**src/rtl/xkbd_rx.sv**
```systemverilog
// PS/2 keyboard receiver: synchronizes the raw PS/2 clock and data lines,
// deframes 11-bit frames (start, 8 data LSB first, odd parity, stop), and
// queues good scancodes in a small FIFO that the controller pops with sel.
// Sticky err flags: bit0 frame/parity/timeout error, bit1 FIFO overflow.
// Optional build macro PS2_BREAK_FILTER_EN drops 0xF0 and the byte after it.
module xkbd_rx #(
  parameter int unsigned FIFO_AW     = 3,
  parameter int unsigned TIMEOUT_CYC = 100000
) (
  input  logic       clk,
  input  logic       rst,
  input  logic       ps2_clk,
  input  logic       ps2_data,
  input  logic       sel,
  input  logic       clr,
  output logic [8:0] data_out,
  output logic [1:0] err
);

  localparam int unsigned Depth = 1 << FIFO_AW;
  localparam int unsigned CntW  = FIFO_AW + 1;
  localparam int unsigned WdW   = $clog2(TIMEOUT_CYC + 1);
  localparam logic [WdW-1:0] WdMax = WdW'(TIMEOUT_CYC - 1);

  typedef enum logic [1:0] {StIdle, StData, StParity, StStop} state_e;

  state_e state_q, state_d;

  logic ps2_clk_s1_q, ps2_clk_s2_q, ps2_clk_prev_q;
  logic ps2_data_s1_q, ps2_data_s2_q;
  logic fall;

  logic [2:0]     bit_cnt_q;
  logic [7:0]     code_q;
  logic           parity_q;
  logic [WdW-1:0] wd_q;

  logic timeout, par_good, push_req, frame_err, byte_push;
  logic push_q;
  logic [7:0] push_data_q;

  logic [7:0]         mem_q [Depth];
  logic [FIFO_AW-1:0] wptr_q, rptr_q;
  logic [CntW-1:0]    cnt_q;
  logic               empty, full, pop, wr_en, overflow;
  logic [1:0]         err_q;

  // Two-flop synchronizers plus a delayed copy of the clock for edge detection.
  always_ff @(posedge clk) begin
    if (!rst) begin
      ps2_clk_s1_q   <= 1'b1;
      ps2_clk_s2_q   <= 1'b1;
      ps2_clk_prev_q <= 1'b1;
      ps2_data_s1_q  <= 1'b1;
      ps2_data_s2_q  <= 1'b1;
    end else begin
      ps2_clk_s1_q   <= ps2_clk;
      ps2_clk_s2_q   <= ps2_clk_s1_q;
      ps2_clk_prev_q <= ps2_clk_s2_q;
      ps2_data_s1_q  <= ps2_data;
      ps2_data_s2_q  <= ps2_data_s1_q;
    end
  end

  assign fall     = ps2_clk_prev_q & ~ps2_clk_s2_q;
  assign par_good = ^{code_q, parity_q};

  // Deframer state register.
  always_ff @(posedge clk) begin
    if (!rst) state_q <= StIdle;
    else      state_q <= state_d;
  end

  // Next-state logic: advance only on falling edges; watchdog aborts a stalled frame.
  always_comb begin
    state_d = state_q;
    if (timeout) begin
      state_d = StIdle;
    end else if (fall) begin
      unique case (state_q)
        StIdle:   if (!ps2_data_s2_q) state_d = StData;
        StData:   if (bit_cnt_q == 3'd7) state_d = StParity;
        StParity: state_d = StStop;
        StStop:   state_d = StIdle;
        default:  state_d = StIdle;
      endcase
    end
  end

  // FSM outputs: push request and error strobe.
  always_comb begin
    timeout   = (state_q != StIdle) && !fall && (wd_q == WdMax);
    push_req  = 1'b0;
    frame_err = timeout;
    if (fall && state_q == StIdle && ps2_data_s2_q) frame_err = 1'b1;
    if (fall && state_q == StStop) begin
      if (ps2_data_s2_q && par_good) push_req  = 1'b1;
      else                           frame_err = 1'b1;
    end
  end

  // Frame datapath: bit counter, shift register, parity capture, watchdog.
  always_ff @(posedge clk) begin
    if (!rst) begin
      bit_cnt_q   <= '0;
      code_q      <= '0;
      parity_q    <= 1'b0;
      wd_q        <= '0;
      push_q      <= 1'b0;
      push_data_q <= '0;
    end else begin
      if (fall || state_q == StIdle) wd_q <= '0;
      else                           wd_q <= wd_q + 1'b1;
      if (timeout) begin
        code_q    <= '0;
        bit_cnt_q <= '0;
      end else if (fall) begin
        unique case (state_q)
          StIdle: bit_cnt_q <= '0;
          StData: begin
            code_q    <= {ps2_data_s2_q, code_q[7:1]};
            bit_cnt_q <= bit_cnt_q + 1'b1;
          end
          StParity: parity_q <= ps2_data_s2_q;
          default: ;
        endcase
      end
      // Registered push lands in the FIFO the cycle after the stop edge.
      push_q      <= byte_push;
      push_data_q <= code_q;
    end
  end

`ifdef PS2_BREAK_FILTER_EN
  logic skip_q;

  // Break filter: swallow 0xF0 and the key code that follows it.
  always_comb begin
    byte_push = push_req && !skip_q && (code_q != 8'hF0);
  end

  // Skip flag: set by a break prefix, consumed by the next good byte.
  always_ff @(posedge clk) begin
    if (!rst) begin
      skip_q <= 1'b0;
    end else if (push_req) begin
      skip_q <= skip_q ? 1'b0 : (code_q == 8'hF0);
    end
  end
`else
  // Every good byte is queued.
  always_comb begin
    byte_push = push_req;
  end
`endif

  assign empty    = (cnt_q == '0);
  assign full     = (cnt_q == CntW'(Depth));
  assign pop      = sel && !empty;
  // A pop in the same cycle frees the slot, so a full FIFO still accepts.
  assign wr_en    = push_q && (!full || pop);
  assign overflow = push_q && full && !pop;

  // FIFO storage; no reset needed since data_out masks it while empty.
  always_ff @(posedge clk) begin
    if (wr_en) mem_q[wptr_q] <= push_data_q;
  end

  // FIFO pointers and occupancy.
  always_ff @(posedge clk) begin
    if (!rst) begin
      wptr_q <= '0;
      rptr_q <= '0;
      cnt_q  <= '0;
    end else begin
      if (wr_en) wptr_q <= wptr_q + 1'b1;
      if (pop)   rptr_q <= rptr_q + 1'b1;
      if (wr_en && !pop)      cnt_q <= cnt_q + 1'b1;
      else if (!wr_en && pop) cnt_q <= cnt_q - 1'b1;
    end
  end

  // Sticky error flags; a new set in the same cycle overrides clr.
  always_ff @(posedge clk) begin
    if (!rst) err_q <= 2'b00;
    else      err_q <= {overflow, frame_err} | (err_q & ~{2{clr}});
  end

  // Head-of-FIFO view for the controller.
  always_comb begin
    data_out = {!empty, empty ? 8'h00 : mem_q[rptr_q]};
  end

  assign err = err_q;

endmodule

```
**config.mk**
```make
export PLATFORM = sky130hd
export DESIGN_NAME = xkbd_rx
export DESIGN_NICKNAME = d
export VERILOG_FILES = /design/src/rtl/xkbd_rx.sv
export SDC_FILE = /design/constraint.sdc
export NUM_CORES = 1
export LEC_CHECK = 0
export CAP_MARGIN = 20
export CORE_MARGIN = 2
export CORE_UTILIZATION = 45
export DETAILED_ROUTE_END_ITERATION = 8
export PLACE_DENSITY = 0.68
export SYNTH_ARGS = -nofsm -noshare
export SYNTH_HDL_FRONTEND = slang
export SYNTH_SLANG_ARGS = --single-unit
```
**constraint.sdc**
```tcl
create_clock -name clk -period 3.05 [get_ports clk]
set_clock_uncertainty 0.15 [all_clocks]
set_input_delay 0.4575 -clock clk [delete_from_list [all_inputs] [get_ports clk]]
set_output_delay 0.4575 -clock clk [all_outputs]
set_load 0.02 [all_outputs]
```
==> flow_metrics.env <==
export IMPL_grt_max_degree=21
export IMPL_switching_share=0.252
export IMPL_wl_per_cell_um=14.5
export IMPL_layout_area_overhead_vs_synth_pct=19.2
export IMPL_r2r_start="cnt_q[0]"
export IMPL_r2r_slack_ns=0.44
export IMPL_core_um2=10700
export IMPL_drive_gt1_frac=0.151
export IMPL_die_h_um=109
export IMPL_fillers=899
export IMPL_gp_congestion=0.785
export IMPL_rsz0062_at_grt="no"
export IMPL_start_util=0.459
export IMPL_min_period_ns=2.91
export IMPL_drcViolationCount=0
export IMPL_syn_area_per_cell_um2=13.1
export IMPL_power_internal_w=0.00318
export IMPL_grtUsageTotal=0.160
export IMPL_setup_viol=0
export IMPL_postLayoutCellArea_um2=5880
export IMPL_syn_nets=397
export IMPL_grt_pass1_vias=2856
export IMPL_avgViaCountPerCell=5.01
export IMPL_clk_pin_slew_ns=0.06
export IMPL_powerDensity_nw_per_um2=724
export IMPL_min_to="ps2_data_s2_q"
export IMPL_met1_usage=0.200
export IMPL_cts_root_buf="clkbuf_8"
export IMPL_timing_worst_setup_path_type="reg2out"
export IMPL_grt_antenna_before_repair=0
export IMPL_cts_tree="done"
export IMPL_slew_headroom=0.579
export IMPL_clock_tree_buffer_depth=2
export IMPL_maxCapViolCount=0
export IMPL_pwr_share_clk=0.433
export IMPL_firstDrtPassIters=6
export IMPL_critPathLaunchType="register"
export IMPL_use_met3=0.0550
export IMPL_multi_input_area_um2=1730
export IMPL_regArea_um2=3120
export IMPL_netSwitchingPower_w=0.00107
export IMPL_cts_hold_buf=0
export IMPL_clock_sinks=124
export IMPL_synth_cell_type_count=37
export IMPL_drt_iter0_markers=146
export IMPL_met2_usage=0.255
export IMPL_numCtsBuffers=17
export IMPL_ant_nets=0
export IMPL_grt_pass1_wl_um=14000
export IMPL_dieArea_um2=11800
export IMPL_vias=2829
export IMPL_cts_max_level=4
export IMPL_ys_ff_latch=124
export IMPL_fmax_mhz=344
export IMPL_seqPwrFrac=0.425
export IMPL_synthFlopType="edfxtp_1"
export IMPL_slew_violations=0
export IMPL_numPortBuffers=16
export IMPL_ios=17
export IMPL_combPwrFrac=0.142
export IMPL_status="complete, no violations"
export IMPL_insertion_delay_ns=0.51
export IMPL_setup_tns_ns=0
export IMPL_syn_inst=377
export IMPL_worst_hold_path_num_cells=1
export IMPL_hp_class="reg2reg"
export IMPL_rr_endpoint="cnt_q[3]"
export IMPL_drt_total_wl_um=8220
export IMPL_die_w_um=109
export IMPL_power_leakage_nw=2.06
export IMPL_dpl_hpwl_um=5430
export IMPL_reg2regPathDepth=11
export IMPL_endpoint_kind="output port"
export IMPL_seq_area_frac_synth=0.634
export IMPL_synthesis_area_um2=4930
export IMPL_crit_fanout=16
export IMPL_yosysWarnings=0
export IMPL_n_antenna_cell=0
export IMPL_cp_arrival_ns=2.30
export IMPL_dpl_instance_area_um2=5320
export IMPL_grt_busiest_layer="met2"
export IMPL_gr_total_overflow=0
export IMPL_cp_required_ns=2.44
export IMPL_fin_crit_sh=0.954
export IMPL_hold_path_startpoint="ps2_data_s1_q"
export IMPL_async_flop_share=0
export IMPL_ir_drop_uv=324
export IMPL_synth_edf_count=64
export IMPL_num_rows=38
export IMPL_tightest_slew_ns=0.626
export IMPL_num_nets_final=432
export IMPL_post_cts_buffers=0
export IMPL_finalHoldViolCount=0
## placed cells by master, fill, tap and decap left out, drive strengths merged, types with 2 or more instances in the layout
cell / Yosys / layout
xor2: 15 / 15
clkinv: 0 / 10
edfxtp: 64 / 64
clkbuf: 8 / 17
nand3: 9 / 9
o21ai: 3 / 3
nand2: 36 / 36
buf: 4 / 12
nand4: 6 / 6
nand2b: 9 / 9
nor2: 49 / 49
a21oi: 17 / 17
ha: 13 / 13
a22oi: 2 / 2
or3: 2 / 2
clkdlybuf4s50: 0 / 15
dfxtp: 60 / 60
mux2i: 11 / 11
inv: 9 / 12
and2: 11 / 11
xnor2: 12 / 12
mux4: 16 / 16
nor3: 4 / 4
nor4: 4 / 4
and3: 2 / 2
## cell type report
| class | instances | share of cell area |
|---|---|---|
| flip-flops and latches | 124 | 0.531 |
| inverters | 9 | 0.00575 |
| multi-input cells | 232 | 0.294 |
| repair buffers | 28 | 0.0451 |
| clock buffers | 17 | 0.0705 |
| well taps | 140 | 0.0298 |
| clock inverters | 15 | 0.0241 |
## critical path, stage by stage, from the launching register on
cell             delay [ns]
dfxtp_1                0.35
buf_12                 0.19
mux4_2                 0.52
mux2i_1                0.15
nor2_1                 0.05
clkdlybuf4s50_1        0.53
## cells by family (layout without fill, tap and decap cells)
group                    Yosys count  count (layout)  synth area share
AND/OR/NAND/NOR                  136             136             0.132
flip-flops                       124             124             0.634
XOR/XNOR                          28              28            0.0525
AO/OA/AOI/OAI                     27              27            0.0327
multiplexers                      27              27            0.0954
buffers and inverters             21              69            0.0165
adder cells (fa/ha/maj)           14              14            0.0371
## synth_stat cells, types with 3 or more instances
library cell | number | area [um^2]
mux2i_1 | 11 | 110
edfxtp_1 | 64 | 1920
nand2b_1 | 9 | 56.3
nand4_1 | 6 | 37.5
ha_1 | 13 | 163
nand3_1 | 9 | 45.0
clkbuf_1 | 8 | 30.0
a21oi_1 | 17 | 85.1
mux4_2 | 16 | 360
nor4_1 | 3 | 18.8
nand2_1 | 35 | 131
dfxtp_1 | 60 | 1200
nor3_1 | 4 | 20.0
xnor2_1 | 12 | 105
xor2_1 | 15 | 131
inv_1 | 9 | 33.8
and2_1 | 11 | 68.8
o21ai_0 | 3 | 15.0
nor2_1 | 49 | 184
## state kept, by name, summed over array words and instances (netlist names), 3 cells and up, named ones only
register,count
bit_cnt_q,3
cnt_q,4
code_q,8
mem_q,64
push_data_q,8
rptr_q,3
wd_q,17
wptr_q,3
## power groups by stage
stage          clock network, W  registers (W)  logic, W
2_1_floorplan                 0        0.00183  0.000427
3_3_place_gp                  0        0.00184  0.000614
3_5_place_dp                  0        0.00184  0.000621
4_1_cts                 0.00187        0.00181  0.000622
5_1_grt                 0.00196        0.00181  0.000670
6_report                0.00184        0.00181  0.000606
## worst max-delay path by stage
stage                     cells after the start          end  slack, ns
after floorplan                              11     cnt_q[3]       0.28
after global routing                          5  data_out[4]      0.003
after global placement                       11     cnt_q[3]       0.17
after detailed placement                     11     cnt_q[3]       0.13
after CTS                                     5  data_out[7]       0.04
final                                         5  data_out[4]       0.14
## routing by layer
| metal | part of all wire | up-vias |
|---|---|---|
| met5 | 0 | - |
| met4 | 0.014 | 0 |
| met3 | 0.035 | 8 |
| met2 | 0.48 | 46 |
| met1 | 0.47 | 1355 |
| li1 | - | 1420 |
## per-stage QoR
step	total power, W	std cells	util	worst slack [ns]	hold WS (ns)
after floorplan	0.00226	377	-	0.278	0.236
after global placement	0.00246	533	0.495	0.170	0.241
after detailed placement	0.00246	533	0.495	0.129	0.247
after CTS	0.00430	565	0.547	0.0439	0.261
after global routing	0.00444	565	0.547	0.00292	0.290
final	0.00426	565	0.547	0.142	0.256
## what timing repair did
item / in CTS / in global routing
setup endpoints to repair: 0 / 1
hold endpoints to repair: 0 / 0
gates resized for setup: 0 / 1
Power figures use the tool's default switching activity.
